===== src/rtl/dafa_exec_ctrl_if.sv =====
// dafa_exec_ctrl_if
// Command/response handshake bundle for the DAFA execution control stage.
//   cmd_valid / cmd_ready : command handshake (accept = both high at a rising edge)
//   cmd_op                : 00 LOAD, 01 ADD, 10 UNDO, 11 CLEAR
//   cmd_x / cmd_y         : operands (cmd_x doubles as the LOAD value)
//   rsp_valid / rsp_err   : one-cycle completion pulse and its error qualifier
// The master modport is the command issuer; the slave modport is the control stage.
interface dafa_exec_ctrl_if #(
   parameter int WIDTH = 12
);
   logic             cmd_valid;
   logic             cmd_ready;
   logic [1:0]       cmd_op;
   logic [WIDTH-1:0] cmd_x;
   logic [WIDTH-1:0] cmd_y;
   logic             rsp_valid;
   logic             rsp_err;

   modport master (
      output cmd_valid, cmd_op, cmd_x, cmd_y,
      input  cmd_ready, rsp_valid, rsp_err
   );

   modport slave (
      input  cmd_valid, cmd_op, cmd_x, cmd_y,
      output cmd_ready, rsp_valid, rsp_err
   );
endinterface


===== src/rtl/dafa_exec_ctrl.sv =====
// dafa_exec_ctrl
// Sequential control stage around the 12-bit reversible adder (DAFA). Holds the
// accumulator and overflow flag, drives the adder inputs from registers, waits a
// fixed settle window, then commits the adder result. A LIFO of previous
// accumulator states provides undo, and the adder's y output is checked against
// the registered y to confirm the adder left it untouched.
// Ports:
//   clk, rst      : rising-edge clock, asynchronous active-high reset
//   bus           : command/response handshake (slave side)
//   add_*_o       : registered operands to the adder (s, x, y, ovf)
//   add_*_i       : adder results (s, y, ovf), sampled only at the commit edge
//   acc_s/acc_ovf : accumulator and overflow flag
//   hist_count    : number of valid history entries
module dafa_exec_ctrl #(
   parameter  int WIDTH  = 12,
   parameter  int DEPTH  = 8,
   parameter  int SETTLE = 2,
   localparam int HW     = $clog2(DEPTH + 1)
) (
   input  logic                 clk,
   input  logic                 rst,
   dafa_exec_ctrl_if.slave      bus,
   output logic [WIDTH-1:0]     add_s_o,
   output logic [WIDTH-1:0]     add_x_o,
   output logic [WIDTH-1:0]     add_y_o,
   output logic                 add_ovf_o,
   input  logic [WIDTH-1:0]     add_s_i,
   input  logic [WIDTH-1:0]     add_y_i,
   input  logic                 add_ovf_i,
   output logic [WIDTH-1:0]     acc_s,
   output logic                 acc_ovf,
   output logic [HW-1:0]        hist_count
);

   localparam int CW = (SETTLE > 1) ? $clog2(SETTLE) : 1;
   localparam int AW = (DEPTH > 1) ? $clog2(DEPTH) : 1;

   localparam logic [1:0] OP_LOAD  = 2'b00;
   localparam logic [1:0] OP_ADD   = 2'b01;
   localparam logic [1:0] OP_UNDO  = 2'b10;
   localparam logic [1:0] OP_CLEAR = 2'b11;

   typedef enum logic [1:0] {
      ST_IDLE,
      ST_SETTLE,
      ST_COMMIT
   } state_t;

   state_t           state_q, state_d;
   logic [CW-1:0]    cnt_q, cnt_d;
   logic [WIDTH-1:0] x_q, x_d;
   logic [WIDTH-1:0] y_q, y_d;
   logic [WIDTH-1:0] acc_s_q, acc_s_d;
   logic             acc_ovf_q, acc_ovf_d;
   logic [HW-1:0]    hist_count_q, hist_count_d;
   logic             rsp_valid_q, rsp_valid_d;
   logic             rsp_err_q, rsp_err_d;

   // History storage: entry = {ovf, s}. Storage needs no reset since
   // hist_count_q alone decides which entries are meaningful.
   logic [WIDTH:0]   hist_mem_q [DEPTH];
   logic             push;
   logic [AW-1:0]    push_idx;
   logic [AW-1:0]    pop_idx;
   logic [WIDTH:0]   pop_data;
   logic             hist_full;
   logic             accept;

   assign hist_full = (hist_count_q == HW'(DEPTH));
   assign accept    = bus.cmd_valid && (state_q == ST_IDLE);
   assign push_idx  = hist_count_q[AW-1:0];
   assign pop_idx   = AW'(hist_count_q - HW'(1));
   assign pop_data  = hist_mem_q[pop_idx];

   // Next-state and datapath decisions. Every command response is registered,
   // so rsp_valid lands one cycle after the deciding edge and is a single pulse.
   always_comb begin
      state_d      = state_q;
      cnt_d        = cnt_q;
      x_d          = x_q;
      y_d          = y_q;
      acc_s_d      = acc_s_q;
      acc_ovf_d    = acc_ovf_q;
      hist_count_d = hist_count_q;
      rsp_valid_d  = 1'b0;
      rsp_err_d    = 1'b0;
      push         = 1'b0;

      unique case (state_q)
         ST_IDLE: begin
            if (accept) begin
               unique case (bus.cmd_op)
                  OP_LOAD: begin
                     rsp_valid_d = 1'b1;
                     if (hist_full) begin
                        rsp_err_d = 1'b1;
                     end else begin
                        push         = 1'b1;
                        hist_count_d = hist_count_q + HW'(1);
                        acc_s_d      = bus.cmd_x;
                        acc_ovf_d    = 1'b0;
                     end
                  end
                  OP_ADD: begin
                     // A full history means the result could not be undone,
                     // so the add is refused up front without running it.
                     if (hist_full) begin
                        rsp_valid_d = 1'b1;
                        rsp_err_d   = 1'b1;
                     end else begin
                        x_d     = bus.cmd_x;
                        y_d     = bus.cmd_y;
                        cnt_d   = CW'(SETTLE - 1);
                        state_d = ST_SETTLE;
                     end
                  end
                  OP_UNDO: begin
                     rsp_valid_d = 1'b1;
                     if (hist_count_q == '0) begin
                        rsp_err_d = 1'b1;
                     end else begin
                        hist_count_d = hist_count_q - HW'(1);
                        acc_s_d      = pop_data[WIDTH-1:0];
                        acc_ovf_d    = pop_data[WIDTH];
                     end
                  end
                  OP_CLEAR: begin
                     rsp_valid_d  = 1'b1;
                     acc_s_d      = '0;
                     acc_ovf_d    = 1'b0;
                     hist_count_d = '0;
                  end
                  default: ;
               endcase
            end
         end

         ST_SETTLE: begin
            if (cnt_q == '0) begin
               state_d = ST_COMMIT;
            end else begin
               cnt_d = cnt_q - CW'(1);
            end
         end

         ST_COMMIT: begin
            // A reversible adder must hand y back unchanged; anything else means
            // the result is not trustworthy and is discarded.
            rsp_valid_d = 1'b1;
            state_d     = ST_IDLE;
            if (add_y_i == y_q) begin
               push         = 1'b1;
               hist_count_d = hist_count_q + HW'(1);
               acc_s_d      = add_s_i;
               acc_ovf_d    = add_ovf_i;
            end else begin
               rsp_err_d = 1'b1;
            end
         end

         default: state_d = ST_IDLE;
      endcase
   end

   // State and datapath registers; reset abandons any in-flight add.
   always_ff @(posedge clk or posedge rst) begin
      if (rst) begin
         state_q      <= ST_IDLE;
         cnt_q        <= '0;
         x_q          <= '0;
         y_q          <= '0;
         acc_s_q      <= '0;
         acc_ovf_q    <= 1'b0;
         hist_count_q <= '0;
         rsp_valid_q  <= 1'b0;
         rsp_err_q    <= 1'b0;
      end else begin
         state_q      <= state_d;
         cnt_q        <= cnt_d;
         x_q          <= x_d;
         y_q          <= y_d;
         acc_s_q      <= acc_s_d;
         acc_ovf_q    <= acc_ovf_d;
         hist_count_q <= hist_count_d;
         rsp_valid_q  <= rsp_valid_d;
         rsp_err_q    <= rsp_err_d;
      end
   end

   // Push always captures the accumulator value from before the update.
   always_ff @(posedge clk) begin
      if (push) begin
         hist_mem_q[push_idx] <= {acc_ovf_q, acc_s_q};
      end
   end

   assign bus.cmd_ready = (state_q == ST_IDLE);
   assign bus.rsp_valid = rsp_valid_q;
   assign bus.rsp_err   = rsp_err_q;

   assign add_s_o    = acc_s_q;
   assign add_ovf_o  = acc_ovf_q;
   assign add_x_o    = x_q;
   assign add_y_o    = y_q;
   assign acc_s      = acc_s_q;
   assign acc_ovf    = acc_ovf_q;
   assign hist_count = hist_count_q;

endmodule


===== src/flat_wrapper.sv =====
// flat-port wrapper written by rule: the top's interface ports become plain ports
module dafa_exec_ctrl_flat 
#(
   parameter  int WIDTH  = 12,
   parameter  int DEPTH  = 8,
   parameter  int SETTLE = 2,
   localparam int HW     = $clog2(DEPTH + 1)
)
  (clk, rst, add_s_o, add_x_o, add_y_o, add_ovf_o, add_s_i, add_y_i, add_ovf_i, acc_s, acc_ovf, hist_count, bus_cmd_valid, bus_cmd_op, bus_cmd_x, bus_cmd_y, bus_cmd_ready, bus_rsp_valid, bus_rsp_err);
  dafa_exec_ctrl_if #(.WIDTH(WIDTH)) bus_i ();
  input  logic clk;
  input  logic rst;
  output logic [WIDTH-1:0] add_s_o;
  output logic [WIDTH-1:0] add_x_o;
  output logic [WIDTH-1:0] add_y_o;
  output logic add_ovf_o;
  input  logic [WIDTH-1:0] add_s_i;
  input  logic [WIDTH-1:0] add_y_i;
  input  logic add_ovf_i;
  output logic [WIDTH-1:0] acc_s;
  output logic acc_ovf;
  output logic [HW-1:0] hist_count;
  input wire logic [$bits(bus_i.cmd_valid)-1:0] bus_cmd_valid;
  input wire logic [$bits(bus_i.cmd_op)-1:0] bus_cmd_op;
  input wire logic [$bits(bus_i.cmd_x)-1:0] bus_cmd_x;
  input wire logic [$bits(bus_i.cmd_y)-1:0] bus_cmd_y;
  output wire logic [$bits(bus_i.cmd_ready)-1:0] bus_cmd_ready;
  output wire logic [$bits(bus_i.rsp_valid)-1:0] bus_rsp_valid;
  output wire logic [$bits(bus_i.rsp_err)-1:0] bus_rsp_err;
  assign bus_i.cmd_valid = bus_cmd_valid;
  assign bus_i.cmd_op = bus_cmd_op;
  assign bus_i.cmd_x = bus_cmd_x;
  assign bus_i.cmd_y = bus_cmd_y;
  assign bus_cmd_ready = bus_i.cmd_ready;
  assign bus_rsp_valid = bus_i.rsp_valid;
  assign bus_rsp_err = bus_i.rsp_err;
  dafa_exec_ctrl #(.WIDTH(WIDTH), .DEPTH(DEPTH), .SETTLE(SETTLE)) u_core (.clk(clk), .rst(rst), .bus(bus_i), .add_s_o(add_s_o), .add_x_o(add_x_o), .add_y_o(add_y_o), .add_ovf_o(add_ovf_o), .add_s_i(add_s_i), .add_y_i(add_y_i), .add_ovf_i(add_ovf_i), .acc_s(acc_s), .acc_ovf(acc_ovf), .hist_count(hist_count));
endmodule

===== config.mk =====
export PLATFORM = sky130hd
export DESIGN_NAME = dafa_exec_ctrl_flat
export DESIGN_NICKNAME = d
export VERILOG_FILES = /design/src/rtl/dafa_exec_ctrl_if.sv /design/src/rtl/dafa_exec_ctrl.sv /design/src/flat_wrapper.sv
export SDC_FILE = /design/constraint.sdc
export NUM_CORES = 1
export LEC_CHECK = 0
export CORE_UTILIZATION = 24
export CTS_CLUSTER_SIZE = 8
export DETAILED_ROUTE_END_ITERATION = 8
export DONT_BUFFER_PORTS = 1
export HOLD_SLACK_MARGIN = 0.08
export RECOVER_POWER = 25
export SYNTH_ARGS = -nofsm -noshare
export SYNTH_HDL_FRONTEND = slang
export SYNTH_SLANG_ARGS = --single-unit

===== constraint.sdc =====
create_clock -name clk -period 8.2 [get_ports clk]
set_clock_uncertainty 0.2 [all_clocks]
set_input_delay 0 -clock clk [delete_from_list [all_inputs] [get_ports clk]]
set_output_delay 0 -clock clk [all_outputs]
set_load 0.05 [all_outputs]

==> results.json, run 1 <==
{
  "cts_sinks": 150,
  "final_layout_size_suffix_gt1_share_pct": 22.0,
  "grt_pass1_vias": 4211,
  "clk-insertion-delay-late_ps": 430,
  "worst_ir_drop_vdd_mv": 0.161,
  "wire_length_of_the_first_global_routing_pass_um": 25100,
  "antennaDiodeCount": 0,
  "die_h_um": 167,
  "finalWeightedCongestion": 0.751,
  "ioPinCount": 111,
  "placement.cell_area_sq_mm": 0.00688,
  "ys_top_cells_by_count": "edfxtp_1, dfrtp_1, nand3_1",
  "timing.final.hold_violations": 0,
  "power_density_mw_per_mm2": 399,
  "dp.final_hpwl_um": 10700,
  "synth.most_common_cell": "edfxtp_1",
  "regToRegSetupSlack_ps": 4070,
  "die_w_um": 167,
  "drt_first_pass_iters": 5,
  "synthDominantCellAreaShare_pct": 47.6,
  "max_freq_mhz": 242,
  "outcome": "complete, but fails checks",
  "route.vias.total": 3840,
  "nFillCells": 2638,
  "drt-wirelength-per-cell_um": 19.6,
  "drv_slew": 87,
  "drt-vias-per-instance": 4.61,
  "totalPowerFinal_mw": 3.26,
  "hp-class": "in2reg",
  "dp_slack_ps": 4140,
  "setup_total_negative_slack_ps": 0,
  "syn_inst_count": 406,
  "area.growth.synth_to_final_pct": 24.4,
  "critPathLaunchType": "register",
  "postLayoutCellArea_sq_mm": 0.00816,
  "synth_seq_cells": 150,
  "path_class": "reg2reg",
  "rr_startpoint": "u_core.hist_count[0]",
  "cell_rows": 60,
  "synth_sequential_area_ratio_pct": 65.2,
  "setup_slack_ps": 4070,
  "violated_checks": "capacitance limit, slew limit",
  "cts.htree.levels": 4,
  "port_buffers": 0,
  "final_antenna_net_count": 0,
  "final_std_cells_w_o_fill": 833,
  "dominantRegCellSynth": "edfxtp_1",
  "grt_overflow": 0,
  "placed_cells_incl_taps": 726,
  "synth-async-reset-ratio_pct": 30.7,
  "power.leakage_nw": 2.85,
  "path_clk_slew_ps": 70,
  "clk_root_buffer_cell": "clkbuf_16",
  "grtUsageTotal_pct": 12.2,
  "cts_max_path_buffers": 2,
  "fin_crit_ps": 4130,
  "rsz0062_at_grt": "false",
  "die_area_sq_mm": 0.0280,
  "tritoncts.num_buffers": 17,
  "routed_wire_length_um": 16400,
  "worstPathArrival_ps": 4230,
  "holdPathStages": 2,
  "wp_data_required_ps": 8300,
  "tritoncts": "yes",
  "worstSetupEndpoint": "u_core.acc_s[3]",
  "finalSetupViolCount": 0,
  "antenna_violations_before_repair": 0,
  "drv_cap": 10,
  "core_region_area_sq_mm": 0.0269,
  "synth_cell_types": 48,
  "grt_max_degree": 34,
  "max_slew.worst_pin.slew_ps": 1650,
  "synth-edff-count": 104,
  "initial_core_utilization_pct": 24.4,
  "drc_errors": 0,
  "max-slew-margin-rel_pct": -10.1,
  "drt_first_iter_violations": 394,
  "post_synth_instance_area_sq_mm": 0.00656,
  "final_core_util_pct": 30.4,
  "min_period_over_period_pct": 50.4,
  "leading_post_synthesis_cells_by_cell_area": "edfxtp_1, dfrtp_1, mux4_2, mux2_2, o2bb2ai_2",
  "worstPathMaxFanout": 33,
  "post_cts_resized": 0,
  "synth_top_cell_by_area": "edfxtp_1",
  "ys_warn_count": 0,
  "worstSetupStartpoint": "u_core.hist_count[0]",
  "worstRegToRegCells": 8,
  "cp-end-kind": "register",
  "timing.rr.end": "u_core.acc_s[3]",
  "final_nets": 536,
  "fin_worst_hold_slack_ps": 88.3,
  "avgSynthCellArea_sq_um": 16.2,
  "mappedNetlistNets": 463
}
[power breakdown]
group,internal [mW],switching [mW],total (mW)
logic,0.449,0.687,1.14
registers,1.00,0.371,1.37
clock network,0.439,0.313,0.752
total,1.89,1.37,3.26
[worst max-delay path, cell delays in order (launching register included)]
cell and delay (ps):
dfrtp_2 340, buf_4 580, inv_1 240, ha_1 1180, mux4_2 440, nand3_1 120
o2111a_1 250, o2bb2ai_2 70, dlygate4sd3_1 550
[metal layers]
layer	track usage, %	routed length (um)	up-vias
met5	0	0	-
met4	3.55	150	0
met3	4.63	1330	16
met2	20.6	8300	165
met1	14.3	6580	1960
li1	-	-	1699
[worst min path at each step]
stage                        from            endpoint  slack (ps)
CTS                  bus_cmd_y[2]   u_core.add_y_o[2]          80
global route         bus_cmd_y[6]   u_core.add_y_o[6]          90
finish              bus_cmd_x[10]  u_core.add_x_o[10]          90
global placement              rst   u_core.add_y_o[2]        -290
detailed placement            rst   u_core.add_y_o[2]        -280
floorplan            bus_cmd_y[0]   u_core.add_y_o[0]         -70
[state kept, by name, indices dropped and copies added, names as in the netlist]
signal,flops
u_core.add_x_o,12
u_core.acc_s,12
u_core.hist_mem_q,104
u_core.acc_ovf,1
u_core.bus.rsp_err,1
u_core.hist_count,4
u_core.state_q,2
u_core.add_y_o,12
u_core.bus.rsp_valid,1
u_core.cnt_q,1
[placed cells by master, fill, tap and decap left out, types with 4 or more instances in the layout]
cell	synthesis	routed
clkbuf_1	3	12
mux2_2	23	23
clkinv_2	0	4
xor2_1	9	9
xnor2_1	5	5
mux4_2	26	26
o2bb2ai_2	10	10
a21oi_1	17	17
nand2_1	10	10
inv_1	19	18
o21ai_0	4	4
nor2_1	11	11
o2111a_1	12	12
clkbuf_16	0	18
nand3_1	27	27
dfrtp_1	46	45
buf_4	18	5
nor2b_1	5	5
dlygate4sd3_1	0	75
edfxtp_1	104	104
[cell families after synthesis]
group / share of synthesized area, %
flops: 65.2
mux: 13.7
buf+inv: 4.79
simple gates: 6.20
xor+xnor: 1.87
fa+ha+maj: 0.572
compound gates: 7.76
[area by class of cell]
| cell class | instances | area (sq um) | share of cell area, % |
|---|---|---|---|
| multi-input cells | 200 | 1980 | 24.3 |
| clock inverters | 13 | 120 | 1.47 |
| clock buffers | 19 | 454 | 5.57 |
| flip-flops and latches | 150 | 4280 | 52.4 |
| repair buffers | 91 | 830 | 10.2 |
| inverters | 19 | 71.3 | 0.874 |
| well taps | 341 | 427 | 5.23 |
[repair_timing]
action                    in CTS  in global routing
hold buffers                  75                  0
setup buffers                  0                  0
hold endpoints to repair      90                  0
No activity file was read; power rests on OpenSTA's default activity.
==> inputs of run 2 (changes only) <==
Clock period 8.2 ns to 3.39 ns, I/O delays scaled along.
==> run 2 against run 1 <==
The run now ends clean. Setup slack worse by 3900 ps. Total power is 150% higher. Sequential cell count stayed put. Sequential share of layout area is 1.3 points lower. Cell area is 2.6% higher. Combinational power grew to 2.5 times the previous value. Largest cell class unchanged. Sequential power is 140% higher. Die area stayed put. Critical path depth stayed put. Clock power grew to 2.5 times the previous value. Worst hold slack better by 12 ps. Highest routed layer is now met5. Register-to-register slack worse by 3900 ps.
==> results.json, run 2 (synthesis gave the netlist of run 1 again) <==
{
  "worstSetupStartpoint": "u_core.hist_count[3]",
  "setup_slack_ps": 213,
  "drv_cap": 0,
  "power.leakage_nw": 2.99,
  "finalWeightedCongestion": 0.777,
  "antennaDiodeCount": 0,
  "wire_length_of_the_first_global_routing_pass_um": 25600,
  "area.growth.synth_to_final_pct": 27.6,
  "tritoncts": "yes",
  "max_slew.worst_pin.slew_ps": 1420,
  "placed_cells_incl_taps": 745,
  "rsz0062_at_grt": "false",
  "grtUsageTotal_pct": 12.4,
  "final_cell_mix": "edfxtp_1, dlygate4sd3_1, dfrtp_1",
  "die_h_um": 167,
  "critPathMaxStageDelay_ps": 630,
  "cpMostUsedCell": "dlygate4sd3_1",
  "max_freq_mhz": 315,
  "drt_first_pass_iters": 4,
  "outcome": "complete, no violations",
  "cp_cell_sequence": "nor3b_2 > dlygate4sd3_1 > o21ai_2 > and3_1 > buf_4 > o21bai_1 > dlygate4sd3_1 > a22o_1",
  "cts.htree.levels": 4,
  "clk_root_buffer_cell": "clkbuf_16",
  "drv_slew": 0,
  "rr_startpoint": "u_core.hist_count[3]",
  "grt_overflow": 0,
  "grt_pass1_vias": 4229,
  "drt-vias-per-instance": 4.60,
  "path_clk_slew_ps": 60,
  "route.vias.total": 3920,
  "cp.buffers_inverters": 3,
  "layout_commonest_cell": "edfxtp_1",
  "cts_post_setup_buffers_inserted": 0,
  "final_nets": 555,
  "dp_slack_ps": 704,
  "drc_errors": 0,
  "finalSetupViolCount": 0,
  "largest_reg_flops": 104,
  "drt-wirelength-per-cell_um": 19.8,
  "min-delay-start": "bus_cmd_x[0]",
  "initial_core_utilization_pct": 24.4,
  "hp-class": "in2reg",
  "final_layout_size_suffix_gt1_share_pct": 27.0,
  "port_buffers": 0,
  "die_area_sq_mm": 0.0280,
  "setup_total_negative_slack_ps": 0,
  "routed_wire_length_um": 16900,
  "ioPinCount": 111,
  "cts_sinks": 150,
  "critical_path.slowest_cell": "dfrtp_2",
  "max-slew-margin-rel_pct": 5.45,
  "path_class": "reg2reg",
  "min_period_over_period_pct": 93.7,
  "antenna_violations_before_repair": 1,
  "power_density_mw_per_mm2": 970,
  "regToRegSetupSlack_ps": 210,
  "worstPathArrival_ps": 3330,
  "die_w_um": 167,
  "clk-insertion-delay-late_ps": 420,
  "crit_family": "buffers and inverters",
  "drt_first_iter_violations": 241,
  "grt_max_degree": 33,
  "wp_data_required_ps": 3540,
  "worst_ir_drop_vdd_mv": 0.385,
  "worstPathMaxFanout": 14,
  "tritoncts.num_buffers": 17,
  "dp.final_hpwl_um": 11100,
  "core_region_area_sq_mm": 0.0269,
  "largest-register": "u_core.hist_mem_q",
  "cell_rows": 60,
  "fin_crit_ps": 3180,
  "timing.final.hold_violations": 0,
  "final_std_cells_w_o_fill": 852,
  "final_antenna_net_count": 0,
  "cts_max_path_buffers": 2,
  "critPathLaunchType": "register",
  "cp-end-kind": "register"
}
[run 2: final cells by class]
| class | count | area, sq um |
|---|---|---|
| Sequential cell | 150 | 4280 |
| Timing Repair Buffer | 110 | 1020 |
| Inverter | 19 | 71.3 |
| Multi-Input combinational cell | 200 | 1980 |
| Clock inverter | 15 | 168 |
| Tap cell | 341 | 427 |
| Clock buffer | 17 | 425 |
| Fill cell | 2640 | 18500 |
[run 2: worst paths after layout]
| check | endpoint | depth (start not counted) |
|---|---|---|
| max in group asynchronous | u_core.hist_count[0] | 4 |
| worst min register to register | u_core.state_q[1] | 1 |
| worst max-delay path | u_core.hist_count[0] | 8 |
| worst max register to register | u_core.hist_count[0] | 8 |
| worst min-delay path | u_core.add_x_o[0] | 2 |
| min in group asynchronous | u_core.hist_count[1] | 4 |
[run 2: stage by stage]
| step | hold WS, ps | cell area [sq um] | power (mW) | utilization (%) |
|---|---|---|---|---|
| detailed placement | -228 | 7030 | 5.96 | 26.2 |
| CTS | 83.0 | 8380 | 8.17 | 31.2 |
| global placement | -242 | 7030 | 5.89 | 26.2 |
| floorplan | -68.3 | 6570 | 5.34 | - |
| finish | 100 | 8370 | 8.11 | 31.1 |
| global route | 98.0 | 8370 | 8.48 | 31.1 |
[run 2: routing by layer]
layer | vias to the layer above | part of all wire (%) | global-route usage, %
met2 | 173 | 50 | 20.9
li1 | 1749 | - | -
met4 | 2 | 1.1 | 4.39
met3 | 18 | 8.1 | 3.47
met1 | 1978 | 41 | 15.2
met5 | - | 0.077 | 0
[run 2: where the power goes]
part           switching [mW]  internal [mW]  total [mW]
Clock                   0.794           1.11        1.90
Sequential              0.911           2.41        3.32
Combinational            1.68           1.21        2.89
Total                    3.39           4.73        8.11
[run 2: repair_timing]
item,4_1_cts,5_1_grt
endpoints found under the hold margin,90,0
gates resized for setup,0,1
hold buffers,75,0
setup endpoints to repair,0,14
==> inputs of run 3 (changes only) <==
Settings changed: CORE_MARGIN from default to 1.5, CTS_BUF_LIST from default to sky130_fd_sc_hd__clkbuf_8, GPL_ROUTABILITY_DRIVEN from default to 0.
==> run 3 against run 2 <==
The flow now finishes with violations (capacitance limit, slew limit). Worst hold slack better by 12 ps. Sequential power grew 2%. Non-clock buffer count increased by 3. Largest power group unchanged. Highest routed layer is now met4.
==> results.json, run 3 (synthesis gave the netlist of run 1 again) <==
{
  "drv_slew": 50,
  "grt_pass1_vias": 4333,
  "drv_cap": 5,
  "timing.final.hold_violations": 0,
  "antennaDiodeCount": 0,
  "violated_checks": "capacitance limit, slew limit",
  "cts_max_path_buffers": 2,
  "drt-vias-per-instance": 4.57,
  "die_area_sq_mm": 0.0283,
  "cp-end-kind": "register",
  "cp_cell_sequence": "inv_1 > ha_2 > xnor2_1 > nand3_1 > nand3_1 > o21ai_0 > dlygate4sd3_1 > mux2i_1",
  "grt_overflow": 0,
  "cpMostUsedCell": "nand3_1",
  "wp_data_required_ps": 3540,
  "drt_first_pass_iters": 4,
  "cts_sinks": 150,
  "largest-register": "u_core.hist_mem_q",
  "rr_startpoint": "u_core.hist_count[0]",
  "path_clk_slew_ps": 80,
  "ioPinCount": 111,
  "worst_ir_drop_vdd_mv": 0.542,
  "grtUsageTotal_pct": 12.3,
  "hp-class": "in2reg",
  "clk_root_buffer_cell": "clkbuf_8",
  "final_layout_size_suffix_gt1_share_pct": 25.3,
  "setup_total_negative_slack_ps": 0,
  "final_core_util_pct": 30.5,
  "power_frac_clock_pct": 18.5,
  "wire_length_of_the_first_global_routing_pass_um": 25800,
  "worstPathArrival_ps": 3310,
  "path_class": "reg2reg",
  "power_switching_share_pct": 43.4,
  "die_h_um": 168,
  "final_cell_mix": "edfxtp_1, dlygate4sd3_1, dfrtp_1",
  "totalPowerFinal_mw": 7.56,
  "clk-insertion-delay-late_ps": 440,
  "min-delay-start": "bus_cmd_x[8]",
  "min_period_over_period_pct": 93.3,
  "drt_first_iter_violations": 290,
  "core_region_area_sq_mm": 0.0269,
  "initial_core_utilization_pct": 24.4,
  "power_report.internal_total_mw": 4.28,
  "power_density_mw_per_mm2": 921,
  "dp.final_hpwl_um": 10700,
  "routed_wire_length_um": 16900,
  "tritoncts.num_buffers": 17,
  "tritoncts": "yes",
  "rsz0062_at_grt": "false",
  "critPathLaunchType": "register",
  "finalSetupViolCount": 0,
  "area.growth.synth_to_final_pct": 25.0,
  "cell_rows": 60,
  "port_buffers": 0,
  "route.vias.total": 3904,
  "die_w_um": 168,
  "grt_max_degree": 35,
  "power.leakage_nw": 2.88,
  "largest_reg_flops": 104,
  "worstPathMaxFanout": 13,
  "critical_path.slowest_cell": "xnor2_1",
  "drc_errors": 0,
  "outcome": "complete, but fails checks",
  "max-slew-margin-rel_pct": -10.9,
  "critPathMaxStageDelay_ps": 960,
  "layout_commonest_cell": "edfxtp_1",
  "cts.htree.levels": 4,
  "final_antenna_net_count": 0,
  "switchingPower_mw": 3.28,
  "antenna_violations_before_repair": 0,
  "crit_family": "XOR/XNOR gates",
  "seqPwrFrac_pct": 44.6,
  "drt-wirelength-per-cell_um": 19.7,
  "fin_crit_ps": 3160,
  "power.combinational.fraction_pct": 37.0,
  "cp.buffers_inverters": 2,
  "max_slew.worst_pin.slew_ps": 1660,
  "nFillCells": 2653,
  "worstSetupStartpoint": "u_core.hist_count[0]",
  "max_freq_mhz": 316,
  "final_nets": 558
}
run 3: cell types whose count changed in the layout (fill, tap and decap cells not counted), moves of 2 or more:
| cell | change |
|---|---|
| buf_4 | -8 |
| clkbuf_1 | +4 |
| clkbuf_16 | -17 |
| clkbuf_8 | +19 |
| clkinv_4 | +2 |
| dlygate4sd3_1 | +8 |
| inv_8 | -2 |
run 3: area by class of cell:
class	instances	area, sq um	area share [%]
Tap cell	341	427	5.20
Inverter	19	71.3	0.870
Sequential cell	150	4280	52.2
Clock inverter	13	145	1.77
Timing Repair Buffer	113	1030	12.6
Clock buffer	19	262	3.19
Multi-Input combinational cell	200	1980	24.2
run 3: repair_timing:
| item | in CTS | in global routing |
|---|---|---|
| setup endpoints to repair | 0 | 13 |
| buffers inserted | 0 | 0 |
| hold endpoints to repair | 90 | 0 |
| gates resized for setup | 0 | 2 |
| hold buffers | 82 | 0 |
run 3: worst paths after layout:
| kind | end | slack (ps) | cells past startpoint |
|---|---|---|---|
| worst max-delay path | u_core.acc_ovf | 230 | 8 |
| worst min-delay path | u_core.add_x_o[8] | 110 | 2 |
| worst max register to register | u_core.acc_ovf | 230 | 8 |
| worst min register to register | u_core.state_q[1] | 280 | 1 |
| max in group asynchronous | u_core.add_x_o[8] | 1510 | 4 |
| min in group asynchronous | u_core.add_x_o[0] | 570 | 4 |
run 3: metrics by stage:
stage / hold slack (ps) / instances / cell area, sq um / setup WS, ps
2_1_floorplan: -68.3 / 406 / 6570 / 293
3_3_place_gp: -352 / 741 / 6990 / 672
3_5_place_dp: -345 / 741 / 6990 / 578
4_1_cts: 88.2 / 855 / 8220 / 81.5
5_1_grt: 100 / 855 / 8200 / 23.5
6_report: 112 / 855 / 8200 / 228
run 3: routing by layer:
metal	wire length, um	global-route usage, %	share of wire [%]	up-vias
met4	148	2.10	0.88	0
met1	6920	15.1	41	1991
met3	1370	4.09	8.1	12
met5	0	0	0	-
met2	8410	21.3	50	156
li1	-	-	-	1745
run 3: power by group through the flow:
| stage | Sequential, mW | Clock [mW] | Combinational (mW) |
|---|---|---|---|
| 2_1_floorplan | 3.59 | 0 | 1.76 |
| 3_3_place_gp | 3.39 | 0 | 2.44 |
| 3_5_place_dp | 3.40 | 0 | 2.50 |
| 4_1_cts | 3.36 | 1.44 | 2.82 |
| 5_1_grt | 3.42 | 1.52 | 3.00 |
| 6_report | 3.37 | 1.39 | 2.79 |
run 3: worst register-to-register path: stages, from the launching register on:
cell,delay [ps]
dfrtp_2,360
inv_1,100
ha_2,240
xnor2_1,960
nand3_1,260
nand3_1,170
o21ai_0,90
dlygate4sd3_1,570
mux2i_1,140
